--- src/rtl/imm_pkg.sv ---
// imm_pkg
// Shared types and constants for the LEGv8 immediate generator.
//   fmt_e     : format tag carried alongside every decoded immediate
//   OP_*      : opcode patterns, each sized to the instruction bits it matches
//   imm_res_t : one decoded result (immediate, format tag, illegal flag)
// The immediate field of imm_res_t is sized for the widest legal datapath
// (64 bits). Narrower instances use the low N bits, and the upper bits are
// always zero.
package imm_pkg;

  typedef enum logic [2:0] {
    FMT_NONE = 3'd0,
    FMT_D    = 3'd1,
    FMT_I    = 3'd2,
    FMT_CB   = 3'd3,
    FMT_B    = 3'd4,
    FMT_IW   = 3'd5
  } fmt_e;

  localparam int IMM_MAX_W = 64;

  // D-format loads/stores, matched on [31:21]
  localparam logic [10:0] OP_LDUR = 11'b11111000010;
  localparam logic [10:0] OP_STUR = 11'b11111000000;
  // CB-format conditional branches, matched on [31:24]
  localparam logic [7:0]  OP_CBZ  = 8'b10110100;
  localparam logic [7:0]  OP_CBNZ = 8'b10110101;
  // B-format unconditional branches, matched on [31:26]
  localparam logic [5:0]  OP_B    = 6'b000101;
  localparam logic [5:0]  OP_BL   = 6'b100101;
  // I-format arithmetic, matched on [31:22]
  localparam logic [9:0]  OP_ADDI = 10'b1001000100;
  localparam logic [9:0]  OP_SUBI = 10'b1101000100;
  // IW-format wide move, matched on [31:23]
  localparam logic [8:0]  OP_MOVZ = 9'b110100101;

  typedef struct packed {
    logic [IMM_MAX_W-1:0] imm;
    fmt_e                 fmt;
    logic                 illegal;
  } imm_res_t;

endpackage : imm_pkg

--- src/rtl/imm_decode.sv ---
// imm_decode
// Purely combinational decoder that turns a raw LEGv8 instruction word
// into an extended immediate, a format tag and an illegal-opcode flag.
// Ports:
//   instr : 32-bit raw instruction word
//   res   : decoded result; res.imm holds the N-bit immediate zero-padded
//           to the package-wide immediate width
// Parameter N selects the datapath width (32 or 64).
module imm_decode
  import imm_pkg::*;
#(
  parameter int N = 64
) (
  input  logic [31:0] instr,
  output imm_res_t    res
);

  logic [N-1:0] d_imm;
  logic [N-1:0] cb_imm;
  logic [N-1:0] b_imm;
  logic [N-1:0] i_imm;
  logic [N-1:0] iw_base;
  logic [N-1:0] iw_imm;
  logic [6:0]   iw_shamt;
  logic         iw_oob;
  logic         unused_rt;

  // The Rt/Rd field never contributes to an immediate
  assign unused_rt = ^instr[4:0];

  // Every candidate extension is formed at width N. The opcode match
  // below picks one of them.
  assign d_imm   = {{(N-9){instr[20]}}, instr[20:12]};
  assign cb_imm  = {{(N-21){instr[23]}}, instr[23:5], 2'b00};
  assign b_imm   = {{(N-28){instr[25]}}, instr[25:0], 2'b00};
  assign i_imm   = {{(N-12){1'b0}}, instr[21:10]};
  assign iw_base = {{(N-16){1'b0}}, instr[20:5]};

  // The MOVZ shift is 16 * hw. Bits pushed past N simply fall off the top.
  assign iw_shamt = {1'b0, instr[22:21], 4'b0000};
  assign iw_imm   = iw_base << iw_shamt;

  // A shift that places the whole field beyond the datapath
  // (hw >= 2 on a 32-bit core) cannot be represented.
  assign iw_oob   = (int'(iw_shamt) >= N);

  // Priority match: the first opcode family that fits wins
  always_comb begin
    res.imm     = '0;
    res.fmt     = FMT_NONE;
    res.illegal = 1'b1;
    if (instr[31:21] == OP_LDUR || instr[31:21] == OP_STUR) begin
      res.imm     = IMM_MAX_W'(d_imm);
      res.fmt     = FMT_D;
      res.illegal = 1'b0;
    end else if (instr[31:24] == OP_CBZ || instr[31:24] == OP_CBNZ) begin
      res.imm     = IMM_MAX_W'(cb_imm);
      res.fmt     = FMT_CB;
      res.illegal = 1'b0;
    end else if (instr[31:26] == OP_B || instr[31:26] == OP_BL) begin
      res.imm     = IMM_MAX_W'(b_imm);
      res.fmt     = FMT_B;
      res.illegal = 1'b0;
    end else if (instr[31:22] == OP_ADDI || instr[31:22] == OP_SUBI) begin
      res.imm     = IMM_MAX_W'(i_imm);
      res.fmt     = FMT_I;
      res.illegal = 1'b0;
    end else if (instr[31:23] == OP_MOVZ) begin
      res.fmt = FMT_IW;
      if (iw_oob) begin
        res.imm     = '0;
        res.illegal = 1'b1;
      end else begin
        res.imm     = IMM_MAX_W'(iw_imm);
        res.illegal = 1'b0;
      end
    end
  end

endmodule : imm_decode

--- src/rtl/imm_gen_pipe.sv ---
// imm_gen_pipe
// Registered immediate generator stage. It decodes the instruction, then
// passes the result through an output register backed by a one-entry skid
// register, which gives a two-deep, strictly ordered valid/ready stage.
// Ports:
//   clk, reset            : clock, asynchronous active-low reset
//   in_valid/in_ready     : upstream handshake; in_ready is registered
//   in_instr              : raw 32-bit instruction
//   out_valid/out_ready   : downstream handshake
//   out_imm/out_fmt/out_illegal : decoded result held until accepted
//   err_count             : saturating count of accepted illegal words
module imm_gen_pipe
  import imm_pkg::*;
#(
  parameter int N     = 64,
  parameter int ERR_W = 8
) (
  input  logic             clk,
  input  logic             reset,
  input  logic             in_valid,
  output logic             in_ready,
  input  logic [31:0]      in_instr,
  output logic             out_valid,
  input  logic             out_ready,
  output logic [N-1:0]     out_imm,
  output fmt_e             out_fmt,
  output logic             out_illegal,
  output logic [ERR_W-1:0] err_count
);

  localparam imm_res_t RES_RESET = '{imm: '0, fmt: FMT_NONE, illegal: 1'b0};

  imm_res_t         dec_res;
  imm_res_t         out_res_d,    out_res_q;
  imm_res_t         skid_res_d,   skid_res_q;
  logic             out_valid_d,  out_valid_q;
  logic             skid_valid_d, skid_valid_q;
  logic             in_ready_d,   in_ready_q;
  logic [ERR_W-1:0] err_count_d,  err_count_q;
  logic             accept;
  logic             out_free;

  imm_decode #(.N(N)) u_decode (
    .instr (in_instr),
    .res   (dec_res)
  );

  assign accept   = in_valid & in_ready_q;
  // The output register can take a new word if it is empty or its current
  // word leaves on this edge
  assign out_free = ~out_valid_q | out_ready;

  // Buffer steering. in_ready mirrors "skid empty", so a word is never
  // accepted while the skid is full. When the output frees up, the skid
  // entry always goes first, and a new word goes straight to the output
  // only when the skid is empty.
  always_comb begin
    out_res_d    = out_res_q;
    out_valid_d  = out_valid_q;
    skid_res_d   = skid_res_q;
    skid_valid_d = skid_valid_q;
    if (out_free) begin
      if (skid_valid_q) begin
        out_res_d    = skid_res_q;
        out_valid_d  = 1'b1;
        skid_valid_d = 1'b0;
      end else if (accept) begin
        out_res_d   = dec_res;
        out_valid_d = 1'b1;
      end else begin
        out_valid_d = 1'b0;
      end
    end else if (accept) begin
      skid_res_d   = dec_res;
      skid_valid_d = 1'b1;
    end
    in_ready_d = ~skid_valid_d;
  end

  // Count illegal words as they are accepted, stopping at all-ones
  always_comb begin
    err_count_d = err_count_q;
    if (accept && dec_res.illegal && (err_count_q != '1)) begin
      err_count_d = err_count_q + 1'b1;
    end
  end

  always_ff @(posedge clk or negedge reset) begin
    if (!reset) begin
      out_res_q    <= RES_RESET;
      out_valid_q  <= 1'b0;
      skid_res_q   <= RES_RESET;
      skid_valid_q <= 1'b0;
      in_ready_q   <= 1'b1;
      err_count_q  <= '0;
    end else begin
      out_res_q    <= out_res_d;
      out_valid_q  <= out_valid_d;
      skid_res_q   <= skid_res_d;
      skid_valid_q <= skid_valid_d;
      in_ready_q   <= in_ready_d;
      err_count_q  <= err_count_d;
    end
  end

  assign in_ready    = in_ready_q;
  assign out_valid   = out_valid_q;
  assign out_imm     = out_res_q.imm[N-1:0];
  assign out_fmt     = out_res_q.fmt;
  assign out_illegal = out_res_q.illegal;
  assign err_count   = err_count_q;

endmodule : imm_gen_pipe

--- config.mk ---
export PLATFORM = sky130hd
export DESIGN_NAME = imm_gen_pipe
export DESIGN_NICKNAME = d
export VERILOG_FILES = /design/src/rtl/imm_pkg.sv /design/src/rtl/imm_decode.sv /design/src/rtl/imm_gen_pipe.sv
export SDC_FILE = /design/constraint.sdc
export NUM_CORES = 1
export LEC_CHECK = 0
export BUFFER_PORTS_ARGS = -buffer_cell sky130_fd_sc_hd__buf_2
export CAP_MARGIN = 15
export CORE_ASPECT_RATIO = 2
export CORE_MARGIN = 1
export CORE_UTILIZATION = 30
export CTS_CLUSTER_DIAMETER = 30
export CTS_CLUSTER_SIZE = 24
export DETAILED_ROUTE_END_ITERATION = 6
export GPL_TIMING_DRIVEN = 0
export SLEW_MARGIN = 20
export SYNTH_ARGS = -nofsm -noshare
export SYNTH_HDL_FRONTEND = slang
export SYNTH_SLANG_ARGS = --single-unit
--- constraint.sdc ---
create_clock -name clk -period 1.87 [get_ports clk]
set_clock_uncertainty 0.05 [all_clocks]
set_input_delay 0.187 -clock clk [delete_from_list [all_inputs] [get_ports clk]]
set_output_delay 0.187 -clock clk [all_outputs]
set_load 0.01 [all_outputs]
==> impl_metrics.yaml, run 1 <==
run_status:
  status: "finished with violations"
  violations: "design-rule violations"
timing:
  setup-tns-final_ns: 0
  max-slew-margin-rel: 0.412
  worstMarginPinSlew_ns: 0.882
  hold_viol_final: 0
  setup_viol: 0
  drv_slew: 0
  finalCritPeriodShare: 0.990
  period_minus_slack_ns: 1.85
  max_clock_freq_ghz: 0.540
power:
  power_density_nw_per_um2: 1070
  cellLeakagePower_nw: 3.87
  power_frac_comb: 0.214
  swShare: 0.317
  p_total_mw: 9.38
  p_int_mw: 6.41
  p_clk_frac: 0.358
  power_frac_seq: 0.428
  p_sw_mw: 2.97
  vdd_drop_max_v: 0.000533
cts:
  cts_buffer_depth: 2
  numCtsBuffers: 17
  cts_sinks: 147
  clock_latency_ns: 0.44
  clk_pin_slew_worst_paths_ns: 0.06
  cts_max_level: 4
  cts_tree: "built"
  clockRootBuffer: "clkbuf_16"
yosys:
  synth_fa_ha_area_frac: 0.00178
  synthTopCellsByCount: "dfrtp_1 (146), a21oi_1 (109), nand2_1 (93)"
  ys_ff_latch: 147
  synth_top_area_frac: 0.519
  postSynth.topFlopCell: "dfrtp_1"
  yosysUniqueCellTypes: 53
  yosysMostFrequentCell: "dfrtp_1"
  synth_edf_count: 0
  synthesis.area_um2: 7050
  synth.area.top_cells: "dfrtp_1 (52%), a21oi_1 (7.7%), o21ai_0 (5.6%), nand2_1 (5.0%), o22ai_1 (4.3%)"
  syn-mean-instance-area_um2: 9.02
  synth-simple-area-share: 0.162
  synth_top_family_by_area: "compound AO/OA/AOI/OAI gates"
  seq_area_frac_synth: 0.522
  synth_compound_area_frac: 0.257
  synth_async_sr_flop_share: 1.00
  yosysTopAreaCell: "dfrtp_1"
  syn-num-nets: 818
  synth-xor-area-share: 0.00870
  syn_inst: 781
  yosysWarnings: 0
  synthMuxAreaShare: 0.00160
critical_path:
  worst_setup_path_start_kind: "primary input"
  path_cells: "buf_2 -> nor2b_1 -> and2_0 -> clkbuf_1 -> buf_2 -> a222oi_1 -> o21ai_0"
  worstPathArrival_ns: 2.09
  cpPeakStageDelay_ns: 0.81
  crit_type: "primary input to flop"
  cp_slowest_cell: "a222oi_1"
  cp_num_buf_inv: 3
  worst_ep_required_time_ns: 2.11
  critical-path-top-delay-family: "compound AO/OA/AOI/OAI gates"
  cp-end-kind: "flop"
  cpMostUsedCell: "buf_2"
  cp_max_fo: 10
placed_design:
  portBuffers: 100
  placed_cell_area_um2: 7940
  dp_cells: 1165
  place.gp.congestion: 0.950
  hpwl_mm: 19.4
hold_path:
  hold_path_class: "primary input to flop"
finish:
  stdcell_count: 1200
  fillers: 2404
  fin_nets: 941
  drive_gt1_frac: 0.232
  fin_util: 0.378
  design_area_um2: 8730
  n_antenna_cell: 0
  synthToLayoutAreaGrowth_pct: 23.9
grt:
  overflow: 0
  antenna_found_initial: 0
  grt_pass1_wl_mm: 39.8
  grt_usage: 0.229
  first_global_vias: 6821
  grt_max_degree: 96
floorplanning:
  ioPinCount: 114
  die_y_um: 219
  die_w_um: 110
  rows: 79
  core_area_um2: 23100
  die-area_um2: 24100
  start_util: 0.305
drt:
  drc: 6
  antenna_left: 0
  vias: 6923
  wl_per_cell_um: 22.2
  drt_iter0_markers: 568
  totalWireLength_mm: 26.6
  first_pass_iters: 7
  vias_per_cell: 5.77
run:
  drv_cap: 0
logic make-up (layout without fill, tap and decap cells):
| kind of cell | after synthesis | in the layout |
|---|---|---|
| mux | 1 | 1 |
| flops | 147 | 147 |
| fa+ha+maj | 1 | 1 |
| compound gates | 305 | 305 |
| xor+xnor | 7 | 7 |
| buf+inv | 80 | 216 |
| simple gates | 240 | 240 |
tightest hold or removal path, delay by kind of cell:
kind                   cells  cell delay [ns]
and+or+nand+nor            1             0.21
buffers and inverters      1             0.08
AOI/OAI and AO/OA          1             0.13
power groups by stage:
stage,Clock [mW],Sequential (mW),Combinational [mW]
CTS,3.39,4.02,1.99
global route,3.54,4.07,2.19
finish,3.36,4.01,2.00
detailed placement,0,4.07,1.94
floorplan,0,4.16,0.877
global placement,0,4.05,1.92
cells in the final DEF, fill, tap and decap left out, drive strengths merged, types with 4 or more instances in the layout:
cell type | netlist | final
and3 | 14 | 14
dfrtp | 146 | 146
buf | 16 | 127
xor2 | 7 | 7
o21ai | 86 | 86
nor3b | 4 | 4
nor3 | 10 | 10
a32oi | 4 | 4
o211ai | 6 | 6
o22ai | 48 | 48
nand2 | 93 | 93
o2bb2ai | 4 | 4
nor2 | 76 | 76
a21oi | 109 | 109
nand3 | 10 | 10
or3 | 6 | 6
clkbuf | 61 | 78
nor2b | 4 | 4
nand4 | 4 | 4
o221ai | 5 | 5
clkinv | 0 | 4
and2 | 4 | 4
a221oi | 22 | 22
worst paths after layout:
check                              from             end  slack (ns)  depth (start not counted)
max                        in_instr[28]  skid_res_q[21]        0.02                          7
min                            in_valid        in_ready        0.14                          3
max reg2reg                    in_ready     out_imm[50]        0.10                          5
min reg2reg                 out_imm[21]     out_imm[21]        0.42                          2
max in group asynchronous         reset     out_imm[15]        0.73                          3
min in group asynchronous         reset     out_imm[36]        0.20                          2
flip-flops by register name, indices dropped and copies added (netlist names):
register      count
err_count         8
in_ready          1
out_fmt           3
out_illegal       1
out_imm          64
out_valid         1
skid_res_q       68
skid_valid_q      1
what timing repair did:
action | CTS | global route
gates resized for setup | 48 | 33
buffers inserted | 1 | 4
pin swaps | 1 | 4
hold buffers | 1 | 0
endpoints found under the hold margin | 52 | 0
endpoints found under the setup margin | 140 | 102
per-stage QoR:
step | hold WS, ns | worst slack [ns]
after floorplan | -0.159 | 0.00395
after global placement | 0.406 | -1.68
after detailed placement | 0.0852 | -0.862
after CTS | 0.128 | -0.0272
after global routing | 0.166 | -0.0348
final | 0.139 | 0.0189
area by class of cell:
type                    instances  area, µm²  area share
well taps                     283        354      0.0406
repair buffers                107        586      0.0671
plain buffers                  74        379      0.0434
multi-input cells             554       3140       0.360
flip-flops and latches        147       3680       0.421
clock inverters                 7       72.6     0.00831
inverters                       3       11.3     0.00129
clock buffers                  25        505      0.0579
per-layer routing:
metal | GRT usage | wire, µm
met5 | 0 | 0
met2 | 0.384 | 13600
met4 | 0.172 | 1970
met1 | 0.248 | 9500
met3 | 0.0438 | 1540
Power figures use the tool's default switching activity.
==> run 2: changes to the inputs <==
--- a/config.mk
+++ b/config.mk
@@ -17,4 +17,5 @@
 export SLEW_MARGIN = 20
 export SYNTH_ARGS = -nofsm -noshare
 export SYNTH_HDL_FRONTEND = slang
+export SYNTH_HIERARCHICAL = 1
 export SYNTH_SLANG_ARGS = --single-unit
==> impl_metrics.yaml, run 2 <==
grt:
  grt_usage: 0.176
  overflow: 0
  first_global_vias: 6160
  grt_pass1_wl_mm: 36.2
  grt_max_degree: 82
  antenna_found_initial: 1
placed_design:
  place.gp.congestion: 0.893
  hpwl_mm: 17.5
  portBuffers: 104
  dp_cells: 1074
  placed_cell_area_um2: 9160
  place_ws_ns: -0.707
yosys:
  yosysMostFrequentCell: "mux2_2"
  synth_edf_count: 0
  yosysWarnings: 6
  syn_inst: 625
  synthMuxAreaShare: 0.305
  yosysUniqueCellTypes: 61
  seq_area_frac_synth: 0.458
  ys_ff_latch: 147
  synth_compound_area_frac: 0.112
  synthesis.area_um2: 8030
  postSynth.topFlopCell: "dfrtp_1"
  synth_top_family_by_area: "multiplexers"
  synthTopCellsByCount: "mux2_2 (186), dfrtp_1 (146), a21o_1 (25)"
  synth.area.top_cells: "dfrtp_1 (46%), mux2_2 (26%), mux2_4 (4.3%), a21o_1 (2.3%), buf_6 (2.0%)"
  synth-xor-area-share: 0.00109
  synth-simple-area-share: 0.0773
  synth_async_sr_flop_share: 1.00
  yosysTopAreaCell: "dfrtp_1"
  synth_fa_ha_area_frac: 0.00156
  syn-num-nets: 662
  synth_top_area_frac: 0.455
  syn-mean-instance-area_um2: 12.8
timing:
  worstMarginPinSlew_ns: 0.813
  drv_slew: 0
  whs_ns: 0.0293
  setup_viol: 1
  setup-tns-final_ns: -0.0188
  max_clock_freq_ghz: 0.529
  grt_setup_unrepaired: "true"
  hold_viol_final: 0
  layout_setup_ws_ns: -0.0188
  period_minus_slack_ns: 1.89
  finalCritPeriodShare: 1.01
  max-slew-margin-rel: 0.458
critical_path:
  path_cells: "buf_2 -> or4bb_4 -> clkbuf_16 -> a2bb2oi_1 -> a211oi_1 -> a21oi_2 -> mux2_2 -> mux2_2"
  r2r-start: "in_ready"
  cpPeakStageDelay_ns: 0.58
  setup.worst_path.start: "in_instr[31]"
  critical-path-top-delay-family: "simple AND/OR/NAND/NOR gates"
  cp_max_fo: 8
  worstPathArrival_ns: 2.16
  cpMostUsedCell: "mux2_2"
  worst_ep_required_time_ns: 2.14
  cp_slowest_cell: "or4bb_4"
  cp.depth: 8
  cp-end-kind: "flop"
  ff2ff_path_depth: 4
  worst_setup_path_start_kind: "primary input"
  crit_type: "primary input to flop"
  cp_num_buf_inv: 2
drt:
  drc: 0
  dr_wl_met3_mm: 1.06
  wl_per_cell_um: 21.0
  wl_met2_mm: 12.8
  vias_per_cell: 5.13
  highest_layer: "met4"
  antenna_left: 0
  drt_iter0_markers: 265
  totalWireLength_mm: 23.6
  met1_length_mm: 8.44
  vias: 5767
  first_pass_iters: 5
finish:
  layout_commonest_cell: "mux2_2"
  fillers: 2591
  stdcell_count: 1124
  layout_common_cells: "mux2_2 (165), dfrtp_1 (146), buf_2 (115), mux2_4 (44), a21o_1 (25)"
  fin_util: 0.381
  synthToLayoutAreaGrowth_pct: 24.7
  design_area_um2: 10000
  largest_reg_flops: 68
  drive_gt1_frac: 0.587
  largest_register: "skid_res_q"
  fin_nets: 803
hold_path:
  hold_path_class: "primary input to flop"
  hold-path-cell-count: 3
  hp-start: "in_valid"
cts:
  clk_pin_slew_worst_paths_ns: 0.07
  clockRootBuffer: "clkbuf_16"
  cts_max_level: 4
  clock_latency_ns: 0.44
  cts_buffer_depth: 2
  numCtsBuffers: 17
  cts_sinks: 147
  cts_tree: "built"
power:
  power_density_nw_per_um2: 822
  cellLeakagePower_nw: 5.27
  vdd_drop_max_v: 0.000456
  p_total_mw: 8.23
floorplanning:
  core_area_um2: 26300
  start_util: 0.305
  ioPinCount: 114
  die_y_um: 233
  rows: 84
  die-area_um2: 27500
  die_w_um: 118
run_status:
  status: "finished with violations"
  violations: "negative setup slack"
run:
  drv_cap: 0
## run 2: changes by cell type in the layout (fill, tap and decap cells not counted), moves of 10 or more
cell / delta
a21o_1: +25
a21o_2: +10
a21oi_1: -92
a221oi_1: -16
buf_4: +13
buf_6: +15
clkbuf_1: -19
clkbuf_2: -17
mux2_2: +164
mux2_4: +44
nand2_1: -69
nor2_1: -72
o21ai_0: -67
o22ai_1: -44
## run 2: timing repair
item,CTS,global route
hold endpoints to repair,68,0
setup buffers,15,2
endpoints found under the setup margin,46,56
pin swaps,9,5
hold buffers,2,0
gates resized for setup,12,28
## run 2: kinds of logic after synthesis
group | count (synthesis)
mux | 210
flops | 147
compound gates | 121
simple gates | 87
buf+inv | 58
xor+xnor | 1
fa+ha+maj | 1
## run 2: worst register-to-register path, cell delays in order (launching register included)
cell and delay (ns):
dfstp_2 0.60, a21oi_2 0.11, nor2_4 0.22, buf_2 0.34, mux2_2 0.37
## run 2: per-layer routing
| metal | vias up | track usage |
|---|---|---|
| met5 | - | 0 |
| met1 | 2893 | 0.175 |
| met2 | 185 | 0.329 |
| met4 | 0 | 0.112 |
| met3 | 74 | 0.0381 |
| li1 | 2615 | - |
## run 2: layout make-up
class                   count  area, µm²  share of cell area
diodes                      1       2.50            0.000250
plain buffers              52        403              0.0402
clock buffers              20        467              0.0466
clock inverters            12        108              0.0107
inverters                   4       15.0             0.00150
multi-input cells         420       4170               0.417
flip-flops and latches    147       3680               0.368
well taps                 344        430              0.0430
repair buffers            124        736              0.0735
## run 2: final timing paths
kind | slack, ns | endpoint
hold reg to reg | 0.45 | skid_res_q[27]
min in group asynchronous | 0.24 | out_imm[48]
setup reg to reg | 0.07 | out_imm[1]
hold / removal | 0.03 | out_valid
setup / recovery | -0.02 | out_imm[3]
max in group asynchronous | 0.71 | skid_res_q[32]
## run 2: power by group
| group | internal (mW) | switching, mW | leakage [nW] |
|---|---|---|---|
| clock | 1.85 | 1.50 | 0.279 |
| combinational | 0.625 | 0.724 | 2.98 |
| sequential | 3.36 | 0.171 | 2.02 |
==> run 3: changes to the inputs <==
--- a/config.mk
+++ b/config.mk
@@ -9,7 +9,7 @@
 export CAP_MARGIN = 15
 export CORE_ASPECT_RATIO = 2
 export CORE_MARGIN = 1
-export CORE_UTILIZATION = 30
+export CORE_UTILIZATION = 38
 export CTS_CLUSTER_DIAMETER = 30
 export CTS_CLUSTER_SIZE = 24
 export DETAILED_ROUTE_END_ITERATION = 6
==> impl_metrics.yaml, run 3 (synthesis results as in run 2) <==
finish:
  n_antenna_cell: 0
  synthToLayoutAreaGrowth_pct: 26.6
  largest_reg_flops: 68
  stdcell_count: 1055
  layout_commonest_cell: "mux2_2"
  fin_nets: 813
  fin_util: 0.494
  largest_register: "skid_res_q"
  drive_gt1_frac: 0.597
  layout_common_cells: "mux2_2 (157), dfrtp_1 (146), buf_2 (116), mux2_4 (52), a21o_1 (25)"
grt:
  grt_util_met2: 0.387
  gr-usage-met3: 0.0418
  grt_pass1_wl_mm: 35.3
  first_global_vias: 6129
  antenna_found_initial: 0
  grtUsageMet1: 0.241
  overflow: 0
  grt_usage: 0.216
  grt_max_degree: 102
  grt.busiest_layer: "met2"
drt:
  antenna_left: 0
  drc: 0
  totalWireLength_mm: 23.2
  vias_per_cell: 5.52
  drt_iter0_markers: 281
  vias: 5825
  wl_per_cell_um: 22.0
  first_pass_iters: 5
cts:
  cts_buffer_depth: 2
  numCtsBuffers: 17
  cts_max_level: 4
  clk_pin_slew_worst_paths_ns: 0.06
  clock_latency_ns: 0.43
  clockRootBuffer: "clkbuf_16"
  cts_sinks: 147
  cts_tree: "built"
hold_path:
  hold-path-cell-count: 3
  hold_path_class: "primary input to flop"
floorplanning:
  start_util: 0.390
  ioPinCount: 114
  rows: 74
  die_w_um: 105
  core_area_um2: 20600
  die-area_um2: 21700
  die_y_um: 208
critical_path:
  worstPathArrival_ns: 2.17
  ff2ff_path_depth: 5
  crit_type: "primary input to flop"
  cpMostUsedCell: "nor4_4"
  cp_slowest_cell: "or3b_4"
  worst_setup_path_start_kind: "primary input"
  cpPeakStageDelay_ns: 0.47
  cp-end-kind: "flop"
  worst_ep_required_time_ns: 2.14
  cp.depth: 9
  path_cells: "buf_8 -> or3b_4 -> nor4_4 -> buf_6 -> nor4_4 -> buf_4 -> and3_4 -> nand4_1 -> mux2_4"
  r2r_slack_ns: 0.08
  cp_max_fo: 6
  critical-path-top-delay-family: "simple AND/OR/NAND/NOR gates"
  cp_num_buf_inv: 3
run:
  drv_cap: 0
timing:
  hold_viol_final: 0
  finalCritPeriodShare: 1.02
  max-slew-margin-rel: 0.503
  grt_setup_unrepaired: "true"
  layout_setup_ws_ns: -0.0364
  period_minus_slack_ns: 1.91
  worstMarginPinSlew_ns: 0.745
  setup-tns-final_ns: -0.133
  setup_viol: 10
  max_clock_freq_ghz: 0.525
  drv_slew: 0
run_status:
  violations: "negative setup slack"
  status: "finished with violations"
placed_design:
  place.gp.congestion: 0.863
  hpwl_mm: 16.5
  dp_cells: 996
  portBuffers: 104
  place_ws_ns: -0.668
power:
  power_density_nw_per_um2: 810
  vdd_drop_max_v: 0.000766
  cellLeakagePower_nw: 5.37
## run 3: layout make-up
type | count | area (µm²)
fillers | 1852 | 10400
plain buffers | 52 | 407
multi-input cells | 420 | 4280
repair buffers | 134 | 872
clock buffers | 20 | 447
inverters | 4 | 15.0
clock inverters | 12 | 133
well taps | 266 | 333
flip-flops and latches | 147 | 3680
## run 3: where the power goes
part | switching (mW) | leakage, nW | internal, mW
Combinational | 0.720 | 3.08 | 0.639
Sequential | 0.169 | 2.02 | 3.36
Clock | 1.35 | 0.276 | 2.00
Total | 2.23 | 5.37 | 6.00
## run 3: what timing repair did
item	in CTS	in global routing
resized for setup	12	54
pin swaps	8	11
setup endpoints to repair	52	63
endpoints found under the hold margin	47	0
hold buffers	2	0
setup buffers	10	13
gates cloned	0	4
## run 3: metrics by stage
step | power (mW) | cell area, µm² | hold slack (ns)
6_report | 8.23 | 10200 | 0.0650
3_3_place_gp | 4.79 | 9020 | 0.432
2_1_floorplan | 4.35 | 8170 | -0.159
3_5_place_dp | 4.85 | 9060 | 0.0613
4_1_cts | 8.26 | 9780 | 0.0453
5_1_grt | 8.55 | 10200 | 0.0615
## run 3: final timing paths
kind                                   to          from
max                          err_count[3]  in_instr[29]
min                             out_valid      in_valid
max reg2reg                   out_imm[32]      in_ready
min reg2reg                    out_imm[4]    out_imm[4]
max in group asynchronous  skid_res_q[36]         reset
min in group asynchronous      out_imm[8]         reset
## run 3: tightest hold or removal path: cells and delay by family
family	cells	cell delay [ns]
AO/OA/AOI/OAI	1	0.10
buffers and inverters	1	0.15
AND/OR/NAND/NOR	1	0.06
## run 3: per-layer routing
metal,wire length (µm),share of wire
met5,0,0
met1,8930,0.38
met4,810,0.035
met3,987,0.043
met2,12500,0.54
